**src/rtl/fp_ci_issuer.sv**
```systemverilog
// fp_ci_issuer: initiator for multi-cycle two-operand custom-instruction slaves.
//
// Operand pairs arrive on a valid/ready stream and are buffered in a small FIFO.
// Each pair is issued to the slave as a one-cycle ci_start pulse, with ci_dataa and
// ci_datab held stable until ci_done returns. The captured result is then presented on
// a valid/ready output stream. Only one operation is in flight at a time.
//
// Optional feature macro: CI_TIMEOUT_EN. When it is defined, an operation that
// sees no ci_done for TIMEOUT wait cycles is aborted. It then completes with a qNaN
// result and out_timeout=1. When undefined, WAIT holds indefinitely and out_timeout is 0.
//
// Ports:
//   clk, reset_n           clock (rising edge), asynchronous active-low reset
//   in_valid/in_ready      upstream handshake; in_dataa/in_datab operand pair
//   ci_start               one-cycle issue pulse; ci_dataa/ci_datab operands to slave
//   ci_done/ci_result      slave completion strobe and result
//   out_valid/out_ready    downstream handshake; out_result, out_timeout payload
//   busy                   operation in progress or FIFO non-empty
module fp_ci_issuer #(
   parameter int unsigned FIFO_DEPTH = 4,
   parameter int unsigned TIMEOUT    = 255
) (
   input  logic        clk,
   input  logic        reset_n,
   input  logic        in_valid,
   output logic        in_ready,
   input  logic [31:0] in_dataa,
   input  logic [31:0] in_datab,
   output logic        ci_start,
   output logic [31:0] ci_dataa,
   output logic [31:0] ci_datab,
   input  logic        ci_done,
   input  logic [31:0] ci_result,
   output logic        out_valid,
   input  logic        out_ready,
   output logic [31:0] out_result,
   output logic        out_timeout,
   output logic        busy
);

   localparam int unsigned PtrW = (FIFO_DEPTH > 1) ? $clog2(FIFO_DEPTH) : 1;
   localparam int unsigned CntW = PtrW + 1;
   localparam logic [CntW-1:0] FullCnt = CntW'(FIFO_DEPTH);

   if (FIFO_DEPTH < 2 || (FIFO_DEPTH & (FIFO_DEPTH - 1)) != 0) begin : g_bad_depth
      $error("FIFO_DEPTH must be a power of two and at least 2");
   end
   if (TIMEOUT < 1 || TIMEOUT > 65535) begin : g_bad_timeout
      $error("TIMEOUT must be in 1..65535");
   end

   typedef enum logic [1:0] {StIdle, StIssue, StWait, StHold} state_e;

   // ---------------------------------------------------------------------------
   // Operand FIFO
   // ---------------------------------------------------------------------------
   logic [63:0]     mem_q [FIFO_DEPTH];
   logic [PtrW-1:0] wr_ptr_q, rd_ptr_q;
   logic [CntW-1:0] count_q, count_d;
   logic            in_ready_q;
   logic            push, pop;

   state_e state_q, state_d;

   assign push = in_valid && in_ready_q;
   assign pop  = (state_q == StIssue);

   always_comb begin
      count_d = count_q;
      unique case ({push, pop})
         2'b10:   count_d = count_q + 1'b1;
         2'b01:   count_d = count_q - 1'b1;
         default: count_d = count_q;
      endcase
   end

   // Storage needs no reset: pointers and count define what is valid.
   always_ff @(posedge clk) begin
      if (push) begin
         mem_q[wr_ptr_q] <= {in_dataa, in_datab};
      end
   end

   // Pointers are exactly PtrW bits wide, so the increment wraps modulo FIFO_DEPTH.
   always_ff @(posedge clk or negedge reset_n) begin
      if (!reset_n) begin
         wr_ptr_q   <= '0;
         rd_ptr_q   <= '0;
         count_q    <= '0;
         in_ready_q <= 1'b1;
      end else begin
         if (push) wr_ptr_q <= wr_ptr_q + 1'b1;
         if (pop)  rd_ptr_q <= rd_ptr_q + 1'b1;
         count_q    <= count_d;
         // Registered full flag: a pop in the same cycle does not reopen the input.
         in_ready_q <= (count_d != FullCnt);
      end
   end

   // ---------------------------------------------------------------------------
   // Issue FSM
   // ---------------------------------------------------------------------------
   logic        ci_start_q, ci_start_d;
   logic [31:0] ci_dataa_q, ci_dataa_d;
   logic [31:0] ci_datab_q, ci_datab_d;
   logic        out_valid_q, out_valid_d;
   logic [31:0] out_result_q, out_result_d;
   logic        out_timeout_q, out_timeout_d;

`ifdef CI_TIMEOUT_EN
   logic [15:0] tmo_cnt_q, tmo_cnt_d;
`endif

   always_comb begin
      state_d       = state_q;
      ci_start_d    = 1'b0;
      ci_dataa_d    = ci_dataa_q;
      ci_datab_d    = ci_datab_q;
      out_valid_d   = out_valid_q;
      out_result_d  = out_result_q;
      out_timeout_d = out_timeout_q;
`ifdef CI_TIMEOUT_EN
      tmo_cnt_d     = tmo_cnt_q;
`endif
      unique case (state_q)
         StIdle: begin
            if (count_q != '0) begin
               // Operands latch on entry to ISSUE and stay put through WAIT.
               state_d    = StIssue;
               ci_start_d = 1'b1;
               ci_dataa_d = mem_q[rd_ptr_q][63:32];
               ci_datab_d = mem_q[rd_ptr_q][31:0];
            end
         end
         StIssue: begin
            state_d = StWait;
`ifdef CI_TIMEOUT_EN
            tmo_cnt_d = '0;
`endif
         end
         StWait: begin
            if (ci_done) begin
               state_d       = StHold;
               out_valid_d   = 1'b1;
               out_result_d  = ci_result;
               out_timeout_d = 1'b0;
`ifdef CI_TIMEOUT_EN
            end else if (tmo_cnt_q == 16'(TIMEOUT - 1)) begin
               // This is the TIMEOUT-th wait cycle without a response: abort with qNaN.
               state_d       = StHold;
               out_valid_d   = 1'b1;
               out_result_d  = 32'h7FC0_0000;
               out_timeout_d = 1'b1;
            end else begin
               tmo_cnt_d = tmo_cnt_q + 16'd1;
`endif
            end
         end
         StHold: begin
            if (out_ready) begin
               state_d     = StIdle;
               out_valid_d = 1'b0;
            end
         end
         default: state_d = StIdle;
      endcase
   end

   always_ff @(posedge clk or negedge reset_n) begin
      if (!reset_n) begin
         state_q       <= StIdle;
         ci_start_q    <= 1'b0;
         ci_dataa_q    <= '0;
         ci_datab_q    <= '0;
         out_valid_q   <= 1'b0;
         out_result_q  <= '0;
         out_timeout_q <= 1'b0;
      end else begin
         state_q       <= state_d;
         ci_start_q    <= ci_start_d;
         ci_dataa_q    <= ci_dataa_d;
         ci_datab_q    <= ci_datab_d;
         out_valid_q   <= out_valid_d;
         out_result_q  <= out_result_d;
         out_timeout_q <= out_timeout_d;
      end
   end

`ifdef CI_TIMEOUT_EN
   always_ff @(posedge clk or negedge reset_n) begin
      if (!reset_n) begin
         tmo_cnt_q <= '0;
      end else begin
         tmo_cnt_q <= tmo_cnt_d;
      end
   end
   assign out_timeout = out_timeout_q;
`else
   assign out_timeout = 1'b0;
`endif

   assign in_ready   = in_ready_q;
   assign ci_start   = ci_start_q;
   assign ci_dataa   = ci_dataa_q;
   assign ci_datab   = ci_datab_q;
   assign out_valid  = out_valid_q;
   assign out_result = out_result_q;
   assign busy       = (state_q != StIdle) || (count_q != '0);

endmodule

```
**config.mk**
```make
export PLATFORM = sky130hd
export DESIGN_NAME = fp_ci_issuer
export DESIGN_NICKNAME = d
export VERILOG_FILES = /design/src/rtl/fp_ci_issuer.sv
export SDC_FILE = /design/constraint.sdc
export NUM_CORES = 1
export LEC_CHECK = 0
export BUFFER_PORTS_ARGS = -buffer_cell sky130_fd_sc_hd__buf_2
export CORE_UTILIZATION = 61
export CTS_BUF_LIST = sky130_fd_sc_hd__clkbuf_16
export CTS_CLUSTER_SIZE = 30
export DETAILED_ROUTE_END_ITERATION = 7
export PLACE_DENSITY = 0.9
export SYNTH_ARGS = -nofsm -noshare
export SYNTH_HDL_FRONTEND = slang
export SYNTH_SLANG_ARGS = --single-unit
```
**constraint.sdc**
```tcl
create_clock -name clk -period 4.7 [get_ports clk]
set_input_delay 0.47 -clock clk [delete_from_list [all_inputs] [get_ports clk]]
set_output_delay 0.47 -clock clk [all_outputs]
set_load 0.02 [all_outputs]
```
Yosys cells after proc, flatten, opt, wreduce, memory -nomap -nowiden:

Memories as Yosys holds them, arrays and structs flattened. A register that Yosys moved wholly into a read port is not among the register bits.
Index checks and enable logic that the tools add are counted.

* memories: 1
* bits in writable memories: 256
* flip-flop bits (word level): 44

Memory list
* mem_q: words 4, width 64, rd ports 1, clocked after Yosys merged registers in 1, wr ports 1, line 57 `logic [63:0] mem_q [FIFO_DEPTH];`

* add/subtract/negate cells: 4
* reductions and logical operators: 11
* equality and inequality tests: 9
* mux-type cells: 12

Operator list (count)
* case mux 2 bit (4 select lines): 1
* equality test 2 bit, second input constant: 3
* 2-to-1 mux 1 bit: 6
* 2-to-1 mux 2 bit: 3
* inequality test 2 bit, second input constant: 3
* case mux 3 bit (2 select lines): 1
* AND reduction 3 bit: 2
* adder 2 x 1 -> 2 bit, second input constant: 2
* equality test 2 x 1 -> 1 bit, second input constant: 2
* AND reduction 2 bit: 2
* nonzero test 2 bit: 2
* adder 3 x 1 -> 3 bit, second input constant: 1
* inequality test 3 bit, second input constant: 1
* nonzero test 3 bit: 1
* subtractor 3 x 1 -> 3 bit, second input constant: 1
* logical NOT 2 bit: 1
* case mux 1 bit (2 select lines): 1
* logical AND 1 bit: 1
* logical NOT 1 bit: 1
* logical OR 1 bit: 1

Depth between registers and ports, before layout:

* depth after elaboration: 4
* depth in mapped cells: 8

Worst setup path before layout:

OpenSTA, ideal clock, no wires.

* path kind: register -> register
* from: register in_ready_q, in the netlist in_ready
* to: memory mem_q[0][0], enable pin
* arrival time: 2.182 ns
* path slack: 2.089 ns
* path buffers: 0
* setup time: 0.429 ns
* required time: 4.271 ns
* clock period less this slack: 2.611 ns
* stages on the path, launching flop included: 2
* path through: dfstp_2 > and3_1

* longest elaborated chain between the ends: 3

Ends and longest elaborated chain
* start: declaration: line 60 `logic in_ready_q;`
* start signal: assignment: line 96 `in_ready_q <= (count_d != FullCnt);`
* logical AND 1 bit: line 65 `assign push = in_valid && in_ready_q;`
* 2-to-1 mux 1 bit: line 79 `if (push) begin`
* 2-to-1 mux 1 bit (not written as such): line 80 `mem_q[wr_ptr_q] <= {in_dataa, in_datab};`
* end: declaration: line 57

No other way between the ends.

==> out/results.txt <==
Clock sink count - 364
First-pass GRT wire length - 37.5 mm
Startpoint class of the critical path - flip-flop
Layout cells sized above 1 - 0.495
CTS Hold Bufs - 0
Power Density - 687 nW/um^2
Synth top area share - 0.571
Reg-to-Reg Start - rd_ptr_q[0]
Status - finished clean
CTS tree - yes
Cts bufs inserted - 36
CTS H-tree lvls - 2
Worst Setup Path Type - reg2reg
Max Fclk - 436 MHz
Setup Buffers After CTS - 0
Setup TNS - 0 ps
Reg2Reg Depth - 3
Routed vias - 6,474
# setup viols final - 0
Input/output buffers - 200
Setup Skew - 18.7 ps
Switching Fraction - 0.314
Most frequent cells in the layout - 256 x edfxtp_1, 199 x buf_2, 105 x dfrtp_1
I/O pins - 202
Post-Syn Instances - 601
Critical path fanouts, max - 33
Yosys cell types - 30
Global-route usage over all layers - 0.226
CP Cell Sequence - buf_4 -> mux4_2 -> mux2_2
Post-synth EDFFs - 256
Total grt overflow - 0
Delay-heaviest family, CP - multiplexers
Worst Path Buf+Inv - 1
Int Pwr - 7430 uW
Max cap viols - 0
P&R area growth vs syn - 17.2%
Endpoint class of the critical path - flip-flop
Critical Path Source - rd_ptr_q[0]
Combinational Power Share - 0.305
Die area - 22,700 sq um
Worst path max stage delay - 830 ps
Synth warnings - 0
Area leader, netlist - edfxtp_1
DRC - 0
Die Span Y - 151 microns
Site Rows - 53
Slew of the pin with the lowest slew margin - 1050 ps
Leak - 0.00603 uW
Routed WL - 24.8 mm
Vias in the first global route - 6,867
Cell count along the critical path - 3
Final #Nets - 930
Vias/cell - 5.77
Final period util - 0.488
Slowest CP cell - dfrtp_4
Chip width - 151 microns
Clock Latency Late Sink - 510 ps
Synth Register Bits - 364
WL/cell - 22.1 microns
Initial antenna violation count - 3
# resized after CTS - 0
RSZ-0062 raised after global routing - false
Clk root buf - clkbuf_16
CTS Buffer Depth - 3
Slew Limit Headroom - 0.299
Net switching power - 3400 uW
Placeable Area - 21,400 sq um
VDD IR-drop max - 0.000519 V
Clk slew on worst S/H paths - 60 ps
Synth top area cells - edfxtp_1 57%, dfrtp_1 20%, mux4_2 11%
Post-layout min period - 2300 ps
Slew Limit Fails - 0
Mean post-synth cell area - 22.4 sq um
Synthesized net count - 713
Post-route ant nets - 0
Hold crit path type - in2async
Min Hold Slack - 79.4 ps
Most common cell after layout, fill and taps aside - edfxtp_1
Crit path required time - 5090 ps
Dpl hpwl - 14.4 mm
Starting Density - 0.630
Starting DRT DRC Count - 429
Async SR Flop Fraction - 0.297
1st-pass router iterations - 5
Synth Flop Type - edfxtp_1
Gpl congestion - 0.729
Seq/Total Area, Yosys - 0.772
Largest net degree at the start of global routing - 73
Critical Path AT - 2680 ps
Seq pwr share - 0.457
Synth Cell Area - 13,500 sq um
Final-report hold violation count - 0
Clock share of power - 0.238
sequential cells by signal, indices dropped and copies added, names as in the netlist:
name and count:
ci_datab 32, count_q 3, out_valid 1, rd_ptr_q 2
mem_q 256, state_q 2, ci_start 1, out_result 32
ci_dataa 32, in_ready 1, wr_ptr_q 2
power by group through the flow:
| stage | Combinational [uW] | Clock [uW] | Sequential, uW |
|---|---|---|---|
| after floorplan | 2020 | 0 | 5300 |
| after global placement | 3220 | 0 | 4960 |
| after detailed placement | 3340 | 0 | 5020 |
| after CTS | 3360 | 2620 | 4970 |
| after global routing | 3550 | 2730 | 5060 |
| final | 3310 | 2580 | 4950 |
cell usage after synthesis, types with 2 or more instances:
cell type  number
mux4_2         64
edfxtp_1      256
xor2_1          2
o21ai_0         3
buf_1           3
clkbuf_1        6
xnor2_1         3
ha_1           10
mux2_2         98
nor2_1          2
buf_6           5
inv_1           9
nor3_1          2
buf_4           7
and3_1          4
nand2_1         4
dfrtp_1       107
buf_2           4
kinds of logic (layout without fill, tap and decap cells):
logic type               count (synthesis)  count (layout)  share of synthesized area
multiplexers                           163             163                      0.190
flip-flops                             364             364                      0.772
AO/OA/AOI/OAI                            8               8                    0.00381
XOR/XNOR                                 5               5                    0.00325
adder cells (fa/ha/maj)                 11              11                     0.0108
buffers and inverters                   34             279                     0.0146
other                                    1               2                   0.000279
AND/OR/NAND/NOR                         15              15                    0.00567
area by class of cell:
class,count,area [sq um]
Sequential cell,364,10400
Fill cell,1182,5580
Multi-Input combinational cell,203,2900
Timing Repair Buffer,204,1030
Clock buffer,37,926
Tap cell,275,344
Clock inverter,29,134
Inverter,9,33.8
Antenna cell,1,2.50
per-stage QoR:
step                      power, uW  utilization  instances  instance area [sq um]  worst slack [ps]
after floorplan                7320            -        601                  13500              2090
after global placement         8180        0.689       1055                  14700              2390
after detailed placement       8350        0.689       1055                  14700              2340
after CTS                     11000        0.739       1121                  15800              2350
after global routing          11300        0.739       1121                  15800              2230
final                         10800        0.739       1122                  15800              2400
path summary, 6_finish.rpt:
path,end,slack (ps)
setup / recovery,ci_dataa[14],2400
hold / removal,ci_datab[31],80
setup reg to reg,ci_dataa[14],2400
hold reg to reg,out_result[11],500
max in group asynchronous,ci_dataa[25],3480
min in group clk,mem_q[2][4],170
layer usage:
| layer | track usage | part of all wire | up-vias |
|---|---|---|---|
| li1 | - | - | 2833 |
| met1 | 0.282 | 0.39 | 3360 |
| met2 | 0.387 | 0.52 | 227 |
| met3 | 0.0512 | 0.066 | 50 |
| met4 | 0.0869 | 0.025 | 4 |
| met5 | 0 | 0.0011 | - |
No activity file was read; power rests on OpenSTA's default activity.
